**src/rtl/map_blit.sv**
```systemverilog
// rtl/map_blit.sv - full-screen map drawer streaming a stored ROM map into VGA memory
module map_blit #(
  parameter int MAP_W         = 256,
  parameter int MAP_H         = 176,
  parameter int X_ORIGIN      = 31,
  parameter int Y_ORIGIN      = 31,
  parameter int NUM_MAPS      = 4,
  parameter int COLOUR_W      = 6,
  parameter int ROM_LATENCY   = 1,
  parameter int TRANSP_EN     = 0,
  parameter int TRANSP_COLOUR = 0,
  localparam int SEL_W  = (NUM_MAPS > 1) ? $clog2(NUM_MAPS) : 1,
  localparam int ADDR_W = (NUM_MAPS * MAP_W * MAP_H > 1) ? $clog2(NUM_MAPS * MAP_W * MAP_H) : 1
) (
  input  logic                clock,
  input  logic                resetn,
  input  logic                start,
  input  logic                abort,
  input  logic [SEL_W-1:0]    map_sel,
  input  logic [COLOUR_W-1:0] rom_q,
  output logic [ADDR_W-1:0]   rom_address,
  output logic [8:0]          x_pos,
  output logic [7:0]          y_pos,
  output logic [COLOUR_W-1:0] colour,
  output logic                VGA_write,
  output logic                busy,
  output logic                draw_done
);

  localparam int MAP_PIX = MAP_W * MAP_H;
  localparam int XW      = (MAP_W > 1) ? $clog2(MAP_W) : 1;
  localparam int YW      = (MAP_H > 1) ? $clog2(MAP_H) : 1;
  // Marks the tail stage; everything ahead of it must be empty before finishing.
  localparam logic [ROM_LATENCY-1:0] TAIL_BIT = ROM_LATENCY'(1) << (ROM_LATENCY - 1);

  typedef enum logic [1:0] {
    IDLE  = 2'd0,
    FETCH = 2'd1,
    DRAIN = 2'd2
  } state_t;

  state_t            state;
  logic [XW-1:0]     fx;
  logic [YW-1:0]     fy;
  logic [SEL_W-1:0]  sel_eff;
  logic [ADDR_W-1:0] base;
  logic              fetch_last;
  logic              pending;
  logic              transp;

  // Tag pipeline: one stage per cycle of ROM latency, tail lines up with rom_q.
  logic [ROM_LATENCY-1:0] vld;
  logic [XW-1:0]          tx [ROM_LATENCY];
  logic [YW-1:0]          ty [ROM_LATENCY];

  // Out-of-range map selects fall back to map 0; base is the map's first word.
  always_comb begin
    sel_eff = map_sel;
    if (int'(map_sel) >= NUM_MAPS) begin
      sel_eff = '0;
    end
    base = ADDR_W'(int'(sel_eff) * MAP_PIX);
  end

  assign fetch_last = (fx == XW'(MAP_W - 1)) && (fy == YW'(MAP_H - 1));
  assign pending    = |(vld & ~TAIL_BIT);

  // Control FSM: address generation, raster counters, busy and done pulse.
  always_ff @(posedge clock or negedge resetn) begin
    if (!resetn) begin
      state       <= IDLE;
      rom_address <= '0;
      fx          <= '0;
      fy          <= '0;
      busy        <= 1'b0;
      draw_done   <= 1'b0;
    end else begin
      draw_done <= 1'b0;
      case (state)
        IDLE: begin
          if (start && !abort) begin
            state       <= FETCH;
            busy        <= 1'b1;
            rom_address <= base;
            fx          <= '0;
            fy          <= '0;
          end
        end
        FETCH: begin
          if (abort) begin
            state <= IDLE;
            busy  <= 1'b0;
          end else if (fetch_last) begin
            // Last address stays on the bus while the pipeline empties.
            state <= DRAIN;
          end else begin
            rom_address <= rom_address + ADDR_W'(1);
            if (fx == XW'(MAP_W - 1)) begin
              fx <= '0;
              fy <= fy + YW'(1);
            end else begin
              fx <= fx + XW'(1);
            end
          end
        end
        DRAIN: begin
          if (abort) begin
            state <= IDLE;
            busy  <= 1'b0;
          end else if (!pending) begin
            // Only the final pixel remains, and it is being written this cycle.
            state     <= IDLE;
            busy      <= 1'b0;
            draw_done <= 1'b1;
          end
        end
        default: begin
          state <= IDLE;
          busy  <= 1'b0;
        end
      endcase
    end
  end

  // Tag shift register; abort drops every in-flight pixel at once.
  always_ff @(posedge clock or negedge resetn) begin
    if (!resetn) begin
      vld <= '0;
      for (int i = 0; i < ROM_LATENCY; i++) begin
        tx[i] <= '0;
        ty[i] <= '0;
      end
    end else begin
      if (abort) begin
        vld <= '0;
      end else begin
        vld[0] <= (state == FETCH);
        for (int i = 1; i < ROM_LATENCY; i++) begin
          vld[i] <= vld[i-1];
        end
      end
      tx[0] <= fx;
      ty[0] <= fy;
      for (int i = 1; i < ROM_LATENCY; i++) begin
        tx[i] <= tx[i-1];
        ty[i] <= ty[i-1];
      end
    end
  end

  assign transp    = (TRANSP_EN != 0) && (rom_q == COLOUR_W'(TRANSP_COLOUR));
  assign x_pos     = 9'(X_ORIGIN) + 9'(tx[ROM_LATENCY-1]);
  assign y_pos     = 8'(Y_ORIGIN) + 8'(ty[ROM_LATENCY-1]);
  assign colour    = rom_q;
  assign VGA_write = vld[ROM_LATENCY-1] && !transp;

endmodule

```
**config.mk**
```make
export PLATFORM = sky130hd
export DESIGN_NAME = map_blit
export DESIGN_NICKNAME = d
export VERILOG_FILES = /design/src/rtl/map_blit.sv
export SDC_FILE = /design/constraint.sdc
export NUM_CORES = 1
export LEC_CHECK = 0
export CAP_MARGIN = 20
export CORE_MARGIN = 1
export CORE_UTILIZATION = 30
export DETAILED_ROUTE_END_ITERATION = 16
export PLACE_DENSITY = 0.61
export SYNTH_ARGS = -nofsm -noshare
export SYNTH_HDL_FRONTEND = slang
export SYNTH_SLANG_ARGS = --single-unit
```
**constraint.sdc**
```tcl
create_clock -name clock -period 2.2 [get_ports clock]
set_clock_uncertainty 0.1 [all_clocks]
set_input_delay 0.22 -clock clock [delete_from_list [all_inputs] [get_ports clock]]
set_output_delay 0.22 -clock clock [all_outputs]
set_load 0.01 [all_outputs]
```
==> run metrics <==
crit path capture type primary output; Netlist cell types 40; Achievable Freq 484 MHz; Total GRT Usage 0.129; Non-Filler Instances 452; CP arrival 1.74 ns; DPL Wire Length 4330 um; synth-to-layout area growth 26.8%; Gate power share 0.173; # DRC 5; mapped cell area 0.00276 mm2; TritonRoute pass-1 iters 11; Async S/R FF share, synth 1.00; slew of the pin with the lowest slew margin 0.560 ns; Leak 1.62 nW; fin crit period 2.06 ns; Post-layout nets 363; worst-path fanout max 2; Worst Hold Class in -> async; Int Power 1.45 mW; power per cell area 570 mW/mm2; root buffer cell clkbuf_8; clock-pin slew on the worst setup and hold paths 0.10 ns; Yosys Warn Count 0; Buf/Inv on CP 2; share of cells above drive strength 1 0.110; vias per cell 5.01; vias in the first global route 2,197; CTS buffer count 5; Overflow after GRT 0; violated checks DRC; I/O Pins 56; CP max stage cell clkdlybuf4s50_1; status complete, but fails checks; number of diodes 0; ys flop type dfrtp_1; Post-Synthesis Cells 288; number of H-tree levels 2; top cell type's share of synthesized area 0.499; final WL 5810 um; maximum VDD drop 0.227 mV; Worst path depth 4; CTS tree done; Initial Util 0.313; RSZ-0062 raised after global routing false; Post-synth EDFFs 0; CP Cell Sequence nor3_2 -> buf_4 -> xor2_1 -> clkdlybuf4s50_1; slowest stage delay, CP 0.55 ns; Net Switching 0.540 mW; Core Rows 34; CTS sink count 55; setup tns final 0 ns; Hold Vio Cnt, Final 0; CP delay by family, top buffers and inverters; Critical Path Start Type flip-flop; Initial DRC Count 80; fillers 859; post-CTS setup buffers 0; Max Root-Sink Buffers 2; crit path kind reg -> out; reg2reg path depth 7; Max Cap Viol 0; chip height 97.9 um; Total Power 1.99 mW; most common cell in the netlist dfrtp_1; Clock Latency Late Sink 0.31 ns; syn nets 308; Antenna Violating Nets Remaining 0; fin worst setup slack 0.136 ns; dpl cells 443; chip width 97.9 um; sequential share of power 0.548; Worst Path Required 1.88 ns; clock share of power 0.279; wire length per cell 12.9 um; GP Congestion 0.775; commonest cells in the synthesized netlist dfrtp_1, nand2_1, nor2_1, o21ai_0; Port Buffers 43; first-pass GRT wire length 10,200 um; Setup-failing EPs final 0; initial antenna violation count 0; pre-CTS WS 0.0111 ns; DR vias 2,266; largest net degree at the start of global routing 27; #FFs+latches synth 55; largest area contributor in the netlist dfrtp_1; Pins Over Slew Limit 0; Sw Share 0.271; relative slew slack 0.626; Final period util 0.938; sequential share of the synthesized area 0.499; Core ar. 0.00881 mm2; Die ar. 0.00958 mm2; syn_area_per_cell 9.58 um2; synth top area cells dfrtp_1, o21ai_0, nand2_1, ha_1, nand3_1
placed cells by master (no fill, tap or decap), types with 8 or more instances in the layout:
cell type        synthesis  final
and3_1                  10     10
buf_4                    6     20
clkdlybuf4s50_1          0     35
dfrtp_1                 55     55
ha_1                     8      8
inv_1                   11     11
nand2_1                 29     29
nand3_1                 18     18
nor2_1                  23     23
o21ai_0                 23     22
o21ai_1                 18     19
o31ai_1                  8      8
repair_timing:
item | CTS | global route
gates resized for setup | 9 | 6
cloned | 0 | 0
pin swaps | 0 | 2
endpoints found under the setup margin | 5 | 6
hold endpoints to repair | 18 | 0
hold buffers | 1 | 0
stage by stage:
step	hold slack (ns)	utilization	cell area (um2)
2_1_floorplan	-0.176	-	2760
3_3_place_gp	0.0915	0.384	3380
3_5_place_dp	0.0985	0.384	3380
4_1_cts	0.296	0.396	3490
5_1_grt	0.330	0.397	3500
6_report	0.286	0.397	3500
power by group through the flow:
| stage | Sequential (mW) | Clock (mW) | Combinational [mW] |
|---|---|---|---|
| after floorplan | 1.12 | 0 | 0.163 |
| after global placement | 1.11 | 0 | 0.342 |
| after detailed placement | 1.11 | 0 | 0.347 |
| after CTS | 1.09 | 0.585 | 0.350 |
| after global routing | 1.10 | 0.634 | 0.382 |
| final | 1.09 | 0.557 | 0.344 |
sequential cells by signal (all words and copies together), names as in the netlist:
| signal | count |
|---|---|
| VGA_write | 1 |
| busy | 1 |
| draw_done | 1 |
| fx | 8 |
| fy | 8 |
| rom_address | 18 |
| state | 2 |
| tx | 8 |
| ty | 8 |
cell type report:
type	count	area (um2)	share of cell area
clock inverter	2	16.3	0.00465
multi-input combinational	205	1270	0.362
sequential	55	1380	0.394
tap	108	135	0.0387
inverter	12	45.0	0.0129
clock buffer	6	72.6	0.0208
timing repair buffer	64	584	0.167
per-layer routing:
metal	track usage	share of wire
met5	0	0
met4	0.0361	0.011
met3	0.0208	0.035
met2	0.220	0.47
met1	0.170	0.48
kinds of logic (layout without fill, tap and decap cells):
family,Yosys count,count (layout),synth area share
and+or+nand+nor,107,107,0.194
buffers and inverters,28,84,0.0481
muxes,1,1,0.00544
adders and majority gates,8,8,0.0363
DFF,55,55,0.499
AOI/OAI and AO/OA,78,78,0.182
xor gates and xnor gates,11,11,0.0349
final timing paths:
| kind | from | to | slack [ns] |
|---|---|---|---|
| setup / recovery | ty[2] | y_pos[3] | 0.14 |
| hold reg to reg | fy[7] | ty[7] | 0.34 |
| hold / removal | resetn | ty[3] | 0.29 |
| setup reg to reg | fy[1] | fy[6] | 0.23 |
| max in group asynchronous | resetn | rom_address[17] | 1.09 |
| min in group clock | rom_q[3] | colour[3] | 0.34 |
(Power assumes the default switching activity.)
